<file path="src/rtl/instr_decode_ctrl.sv">
// instr_decode_ctrl: multi-cycle decode/control stage ahead of the register
// file and ALU. One 16-bit word is accepted per valid/ready handshake, decoded
// into datapath controls, and walked through IDLE -> DECODE -> EXEC -> WB so the
// write/flag strobes only fire once operands and ALU result have settled.
// Build option: define REG_ZERO_LOCK_EN to make r0 read-only (write to rd=0
// suppresses reg_enable; flag_en is unaffected).
module instr_decode_ctrl #(
  parameter int unsigned EXEC_CYCLES = 1
) (
  input  logic        Clock,
  input  logic        reset,
  input  logic        instr_valid,
  input  logic [15:0] instr,
  output logic        instr_ready,
  output logic [3:0]  sel_a,
  output logic [3:0]  sel_b,
  output logic [7:0]  alu_op,
  output logic [15:0] imm,
  output logic        imm_sel,
  output logic [15:0] reg_enable,
  output logic        flag_en,
  output logic        illegal
);

  if (EXEC_CYCLES < 1 || EXEC_CYCLES > 4) begin : g_bad_exec_cycles
    $error("instr_decode_ctrl: EXEC_CYCLES must be in 1..4");
  end

  typedef enum logic [1:0] {S_IDLE, S_DECODE, S_EXEC, S_WB} state_t;

  localparam logic [7:0] OP_NONE = 8'h17;

  state_t      r_state;
  state_t      w_next;
  logic [1:0]  r_exec_cnt;
  logic        w_accept;

  logic [3:0]  r_sel_a, r_sel_b, r_rd;
  logic [7:0]  r_alu_op;
  logic [15:0] r_imm;
  logic        r_imm_sel, r_we, r_flag, r_ill;

  logic [3:0]  w_op, w_rd, w_ext, w_rs;
  logic [3:0]  w_sel_a, w_sel_b;
  logic [7:0]  w_alu_op;
  logic [15:0] w_imm;
  logic        w_imm_sel, w_we, w_flag, w_ill;

  assign w_op     = instr[15:12];
  assign w_rd     = instr[11:8];
  assign w_ext    = instr[7:4];
  assign w_rs     = instr[3:0];
  assign w_accept = instr_valid && (r_state == S_IDLE);

  // Combinational decode of the presented word; anything not matched stays illegal.
  always_comb begin
    w_sel_a   = '0;
    w_sel_b   = '0;
    w_alu_op  = OP_NONE;
    w_imm     = '0;
    w_imm_sel = 1'b0;
    w_we      = 1'b0;
    w_flag    = 1'b0;
    w_ill     = 1'b1;
    if (instr == 16'h0000) begin
      w_ill = 1'b0;
    end else begin
      case (w_op)
        4'b0000: begin
          w_ill = 1'b0;
          w_we  = 1'b1;
          w_flag = 1'b1;
          case (w_ext)
            4'b0101: w_alu_op = 8'h00;
            4'b0110: w_alu_op = 8'h02;
            4'b1001: w_alu_op = 8'h08;
            4'b1011: begin w_alu_op = 8'h0A; w_we = 1'b0; end
            4'b0001: w_alu_op = 8'h0D;
            4'b0010: w_alu_op = 8'h0E;
            4'b0011: w_alu_op = 8'h0F;
            default: begin w_ill = 1'b1; w_we = 1'b0; w_flag = 1'b0; end
          endcase
          if (!w_ill) begin
            w_sel_a = w_rd;
            w_sel_b = w_rs;
          end
        end
        4'b0101, 4'b0110, 4'b1001, 4'b1011: begin
          w_ill     = 1'b0;
          w_flag    = 1'b1;
          w_we      = (w_op != 4'b1011);
          w_sel_a   = w_rd;
          w_imm_sel = 1'b1;
          w_imm     = (w_op == 4'b0110) ? {8'h00, instr[7:0]} : {{8{instr[7]}}, instr[7:0]};
          case (w_op)
            4'b0101: w_alu_op = 8'h01;
            4'b0110: w_alu_op = 8'h03;
            4'b1001: w_alu_op = 8'h09;
            default: w_alu_op = 8'h0B;
          endcase
        end
        4'b1000: begin
          case (w_ext)
            4'b0100: begin
              w_ill = 1'b0; w_we = 1'b1; w_alu_op = 8'h11;
              w_sel_a = w_rd; w_sel_b = w_rs;
            end
            4'b0000, 4'b0001: begin
              w_ill = 1'b0; w_we = 1'b1; w_sel_a = w_rd;
              w_alu_op  = (w_ext == 4'b0000) ? 8'h12 : 8'h14;
              w_imm     = {12'h000, w_rs};
              w_imm_sel = 1'b1;
            end
            default: ;
          endcase
        end
        default: ;
      endcase
    end
`ifdef REG_ZERO_LOCK_EN
    if (w_rd == 4'd0) w_we = 1'b0;
`endif
  end

  // State register and EXEC settle counter.
  always_ff @(posedge Clock) begin
    if (reset) begin
      r_state    <= S_IDLE;
      r_exec_cnt <= '0;
    end else begin
      r_state    <= w_next;
      r_exec_cnt <= (r_state == S_EXEC) ? r_exec_cnt + 2'd1 : '0;
    end
  end

  // Next-state sequencing.
  always_comb begin
    w_next = r_state;
    case (r_state)
      S_IDLE:   if (w_accept) w_next = S_DECODE;
      S_DECODE: w_next = S_EXEC;
      S_EXEC:   if (r_exec_cnt == 2'(EXEC_CYCLES - 1)) w_next = S_WB;
      S_WB:     w_next = S_IDLE;
      default:  w_next = S_IDLE;
    endcase
  end

  // Captured decode: loaded on accept, held through WB, cleared on the way back to IDLE.
  always_ff @(posedge Clock) begin
    if (reset || r_state == S_WB) begin
      r_sel_a   <= '0;
      r_sel_b   <= '0;
      r_rd      <= '0;
      r_alu_op  <= '0;
      r_imm     <= '0;
      r_imm_sel <= 1'b0;
      r_we      <= 1'b0;
      r_flag    <= 1'b0;
      r_ill     <= 1'b0;
    end else if (w_accept) begin
      r_sel_a   <= w_sel_a;
      r_sel_b   <= w_sel_b;
      r_rd      <= w_rd;
      r_alu_op  <= w_alu_op;
      r_imm     <= w_imm;
      r_imm_sel <= w_imm_sel;
      r_we      <= w_we;
      r_flag    <= w_flag;
      r_ill     <= w_ill;
    end
  end

  assign instr_ready = (r_state == S_IDLE);
  assign sel_a       = r_sel_a;
  assign sel_b       = r_sel_b;
  assign alu_op      = r_alu_op;
  assign imm         = r_imm;
  assign imm_sel     = r_imm_sel;
  assign reg_enable  = (r_state == S_WB && r_we) ? (16'h0001 << r_rd) : '0;
  assign flag_en     = (r_state == S_WB) && r_flag;
  assign illegal     = (r_state == S_WB) && r_ill;

endmodule

</file>
<file path="config.mk">
export PLATFORM = sky130hd
export DESIGN_NAME = instr_decode_ctrl
export DESIGN_NICKNAME = d
export VERILOG_FILES = /design/src/rtl/instr_decode_ctrl.sv
export SDC_FILE = /design/constraint.sdc
export NUM_CORES = 1
export LEC_CHECK = 0
export BUFFER_PORTS_ARGS = -buffer_cell sky130_fd_sc_hd__buf_2
export CORE_MARGIN = 4
export CORE_UTILIZATION = 41
export DETAILED_ROUTE_END_ITERATION = 6
export GPL_TIMING_DRIVEN = 0
export PLACE_DENSITY = 0.71
export SYNTH_ARGS = -nofsm -noshare
export SYNTH_HDL_FRONTEND = slang
export SYNTH_SLANG_ARGS = --single-unit
export TNS_END_PERCENT = 1
</file>
<file path="constraint.sdc">
create_clock -name Clock -period 1.5 [get_ports Clock]
set_input_delay 0.225 -clock Clock [delete_from_list [all_inputs] [get_ports Clock]]
set_output_delay 0.225 -clock Clock [all_outputs]
set_load 0.005 [all_outputs]
</file>
# --- Yosys cells after proc, flatten, opt, wreduce, memory -nomap -nowiden ---
# Cells that the tools add are included.
classes:
  n_addsub: 1
  eq_ne: 19
  n_shift: 1
  n_mux: 38
  bitwise_logic: 1
  reduce_logical: 17
ops:
  columns: ["cell", "count"]
  rows:
  - ["$mux W16", 3]
  - ["$pmux W5 S7", 1]
  - ["$pmux W16 S2", 1]
  - ["$mux W4", 7]
  - ["$pmux W4 S3", 2]
  - ["$eq A4 B3 Y1 const B", 5]
  - ["$eq A4 B4 Y1 const B", 5]
  - ["$logic_not A16 Y1", 1]
  - ["$shl A1 B4 Y16 const A", 1]
  - ["$pmux W5 S3", 1]
  - ["$mux W1", 12]
  - ["$eq A4 B2 Y1 const B", 2]
  - ["$logic_not A4 Y1", 2]
  - ["$pmux W2 S4", 1]
  - ["$pmux W4 S2", 1]
  - ["$reduce_or A7 Y1", 1]
  - ["$pmux W1 S3", 2]
  - ["$pmux W3 S2", 1]
  - ["$reduce_or A6 Y1", 1]
  - ["$mux W5", 1]
  - ["$eq A2 B2 Y1 const B", 2]
  - ["$eq A4 B1 Y1 const B", 1]
  - ["$logic_and A1 B1 Y1", 4]
  - ["$logic_not A2 Y1", 2]
  - ["13 further kinds", 17]
word_totals:
  ff_bits: 44
  out_inout_bits: 52
  wordCells: 88

# --- Longest topological paths before layout ---
depth:
  word_depth: 8
  mapped_depth: 7
  mapped_depth_nobuf: 6

# --- Least setup slack after synthesis ---
# No wires, ideal clock.
synth_timing:
  path_type: "reg2reg"
  startpoint: "register r_state[1]"
  endpoint: "register r_imm[4], in the netlist imm[4]"
  setup_ns: 0.060
  arrival_ns: 1.485
  required_ns: 1.440
  path_slack_ns: -0.045
  path_stages_with_launch: 6
  path_buffers: 1
  period_less_slack_ns: 1.545
  cell_sequence: "dfxtp_1 -> ha_1 -> or2_1 -> buf_1 -> nor3_1 -> a22o_1"
synth_between:
  elab_chain_cells: 2
  elab_cells_between_ends: 4
  classes_between: "eq/ne: 1; reduce/logical: 3"
synth_rtl:
  columns: ["item", "line_no", "text"]
  rows:
  - ["from (decl)", "33", "state_t r_state;"]
  - ["from (signal assigned)", "131", "r_state <= w_next;"]
  - ["$eq A2 B2 Y1 or $logic_not A2 Y1 (tied branches)", "150, 53", null]
  - ["$logic_or A1 B1 Y1 or $logic_and A1 B1 Y1 (tied branches)", "150, 53", null]
  - ["to (signal assigned)", "165", "r_imm <= w_imm;"]
  - ["to (decl)", "40", "logic [15:0] r_imm;"]
# Several ways; a longest one is shown, not always the timed one.
# A chain may end at the register's enable or synchronous reset.

# --- Worst setup path after layout ---
layout_timing:
  startpoint: "register r_state[1]"
  endpoint: "output reg_enable[0]"
layout_between:
  elab_chain_cells: 3
layout_rtl:
  columns: ["item", "line_no", "text"]
  rows:
  - ["$eq A2 B2 Y1", "179", "assign reg_enable = (r_state == S_WB && r_we) ? (16'h0001 << r_rd) : '0;"]
  - ["$logic_and A1 B1 Y1", "179", null]
  - ["$mux W16", "179", null]
  - ["to (decl)", "20", "output logic [15:0] reg_enable,"]
# Every way passes these cells.

==> flow_summary.ini <==
[placed_design]
portBuffers = 66
gp_congestion = 0.801
dp_hpwl_mm = 3.91
placed_cells = 350

[sta]
rsz0062_at_grt = true
setup_viol = 20
clock_skew_ns = 0.00972
period_share_pct = 113
timing_hold_violations_final = 0
max_freq_mhz = 587
timing.final.ws_setup_ns = -0.202
slew_viol_final = 0
setup-tns-final_ns = -1.52
layout_min_cycle_time_ns = 1.70

[synth]
yosysTopAreaCell = dfxtp_1
yosys.area_share.simple_pct = 26.7
synth_adder_area_share_pct = 3.09
synth-async-reset-ratio_pct = 0
syn_inst = 230
synth_seq_cells = 34
synth_area_um2 = 1940
post_synth.cell_area_avg_um2 = 8.45
synth_top_family_by_area = simple AND/OR/NAND/NOR gates
synth_area_leaders = dfxtp_1 (35%), buf_4 (5.0%), nor2_1 (5.0%)
synth_cell_types = 61
yosysSeqAreaShare_pct = 35.0
synth_edf_count = 0
muxShareOfSynthArea_pct = 0.515
synth.top_cell.area_share_pct = 35.0
synth_compound_area_share_pct = 23.2
synth-xor-area-share_pct = 0.451
synth_common_cells = dfxtp_1 (34), nor2_1 (26), nand2_1 (22), buf_4 (13), nor3_1 (13)
synthMostInstantiatedCell = dfxtp_1
yosys_warnings = 0
synth-main-ff-cell = dfxtp_1

[clock_tree]
cts_sinks = 34
cts_made_buffers = 5
cts_max_path_buffers = 2
htreeDepth = 2
clk_pin_slew_ns = 0.07
cts_tree = built
insertion_delay_ns = 0.29
cts-root-buf = clkbuf_8

[grt]
grt_max_degree = 12
grt_pass1_wl_mm = 8.94
grt_pass1_vias = 1904
grt.overflow.total = 0
antenna_found_initial = 0
grt_usage_pct = 18.3

[setup_path]
crit_start = r_state[1]
worstSetupEndpointType = output pin
crit-reg2reg-launch = r_state[1]
crit_required_ns = 1.27
r2r_slack_ns = -0.09
cp-start-kind = register
cp_cell_sequence = ha_4 > nand2_2 > or3_4 > nor3_2 > buf_2
cp.arrival_ns = 1.48
reg2regPathDepth = 5
critPathKind = reg -> out
regToRegEndpoint = alu_op[3]
cp_max_fo = 4
slowest_delay_ns = 0.37
slowest_stage = dfxtp_4

[floorplanning]
die_area_um2 = 5900
die_h_um = 76.8
placeableCoreArea_um2 = 4470
die_w_um = 76.8
initial_core_util_pct = 43.4
rows = 24
ioPinCount = 71

[detailed_routing]
ant_nets = 0
drc_errors = 0
routedWlPerCell_um = 14.7
avgViaCountPerCell = 5.38
dr.first_iter.drc_count = 71
via_count = 1938
drt-total-wl_mm = 5.28
dr.pass1.iters = 4

[finish]
final_cells = 360
final_nets = 330
n_antenna_cell = 0
area_delta_synth_final_pct = 33.5
fillCellCount = 435
drive_gt1_share_pct = 41.6

[power]
power_leakage_nw = 1.20
powerDensity_nw_per_um2 = 1110
ir_worst_vdd_mv = 0.599

[hold_path]
hold_path_class = in -> reg
hold_path_end = r_state[1]
worstHoldStart = reset
hold_depth = 2

[run_status]
violations = setup timing
run_status = finished with violations

[run]
drv_cap = 0
[critical path, delay by kind of cell, from the launching register on]
family,cells,cell delay (ns)
AND/OR/NAND/NOR,3,0.53
flip-flops,1,0.37
adder cells (fa/ha/maj),1,0.15
buffers and inverters,1,0.14
[cell type report]
| class | instances | area, µm² | area share (%) |
|---|---|---|---|
| clock inverter | 3 | 40.0 | 1.54 |
| buffer | 26 | 196 | 7.57 |
| multi-input combinational | 162 | 1150 | 44.5 |
| clock buffer | 5 | 68.8 | 2.65 |
| tap | 52 | 65.1 | 2.51 |
| sequential | 34 | 686 | 26.4 |
| inverter | 10 | 37.5 | 1.45 |
| timing repair buffer | 68 | 345 | 13.3 |
[worst max path at each step]
stage	endpoint	depth (start not counted)
CTS	reg_enable[0]	5
global placement	sel_a[3]	6
floorplan	r_we	6
detailed placement	sel_a[2]	6
finish	reg_enable[0]	5
global route	reg_enable[0]	5
[report_power, final]
| part | internal (W) | switching (W) | total, W |
|---|---|---|---|
| clock network | 0.000489 | 0.000332 | 0.000821 |
| registers | 0.00103 | 0.0000907 | 0.00112 |
| logic | 0.000394 | 0.000534 | 0.000927 |
| total | 0.00192 | 0.000956 | 0.00287 |
[cell families (layout without fill, tap and decap cells)]
logic type / count (synthesis) / after routing
flip-flops: 34 / 34
other: 1 / 3
buffers and inverters: 36 / 112
AO/OA/AOI/OAI: 57 / 57
XOR/XNOR: 1 / 1
multiplexers: 1 / 1
adder cells (fa/ha/maj): 5 / 5
AND/OR/NAND/NOR: 95 / 95
[placed cells by master (no fill, tap or decap), types with 4 or more instances in the layout]
master | synthesis | layout
buf_2 | 4 | 70
buf_4 | 13 | 17
nand2_1 | 22 | 19
o21ai_0 | 7 | 7
clkbuf_8 | 0 | 5
buf_6 | 3 | 4
a22o_1 | 11 | 11
a21oi_1 | 5 | 5
and2_1 | 6 | 6
dfxtp_1 | 34 | 32
nor3_1 | 13 | 11
inv_1 | 10 | 10
o31ai_1 | 4 | 4
nor4_1 | 4 | 4
nor2_1 | 26 | 23
a32o_1 | 4 | 4
[metrics by stage]
step | utilization (%) | total power, W | setup slack, ns | hold slack [ns] | area (µm²)
after global routing | 58.0 | 0.00305 | -0.267 | 0.174 | 2590
final | 58.0 | 0.00287 | -0.202 | 0.156 | 2590
after detailed placement | 52.5 | 0.00193 | -0.266 | 0.434 | 2350
after floorplan | - | 0.00166 | 0.0381 | 0.296 | 1960
after CTS | 57.3 | 0.00284 | -0.209 | 0.143 | 2560
after global placement | 52.5 | 0.00191 | -0.263 | 0.410 | 2350
[sequential cells by signal, summed over array words and instances, names as in the netlist]
register    flops
r_rd            4
sel_b           4
r_exec_cnt      2
alu_op          5
r_we            1
r_flag          1
imm             9
imm_sel         1
sel_a           4
r_state         2
r_ill           1
[layer usage]
metal	global-route usage (%)	vias to the layer above	wire (µm)
met5	0	-	0
li1	-	970	-
met1	21.4	896	2220
met2	30.9	63	2630
met3	4.45	9	346
met4	8.88	0	85
[repair_timing]
| item | in CTS | in global routing |
|---|---|---|
| gates cloned | 0 | 0 |
| setup endpoints to repair | 45 | 41 |
| setup buffers | 2 | 0 |
| pin swaps | 6 | 2 |
| gates resized for setup | 25 | 10 |
| hold buffers | 0 | 0 |
(Power assumes the default switching activity.)
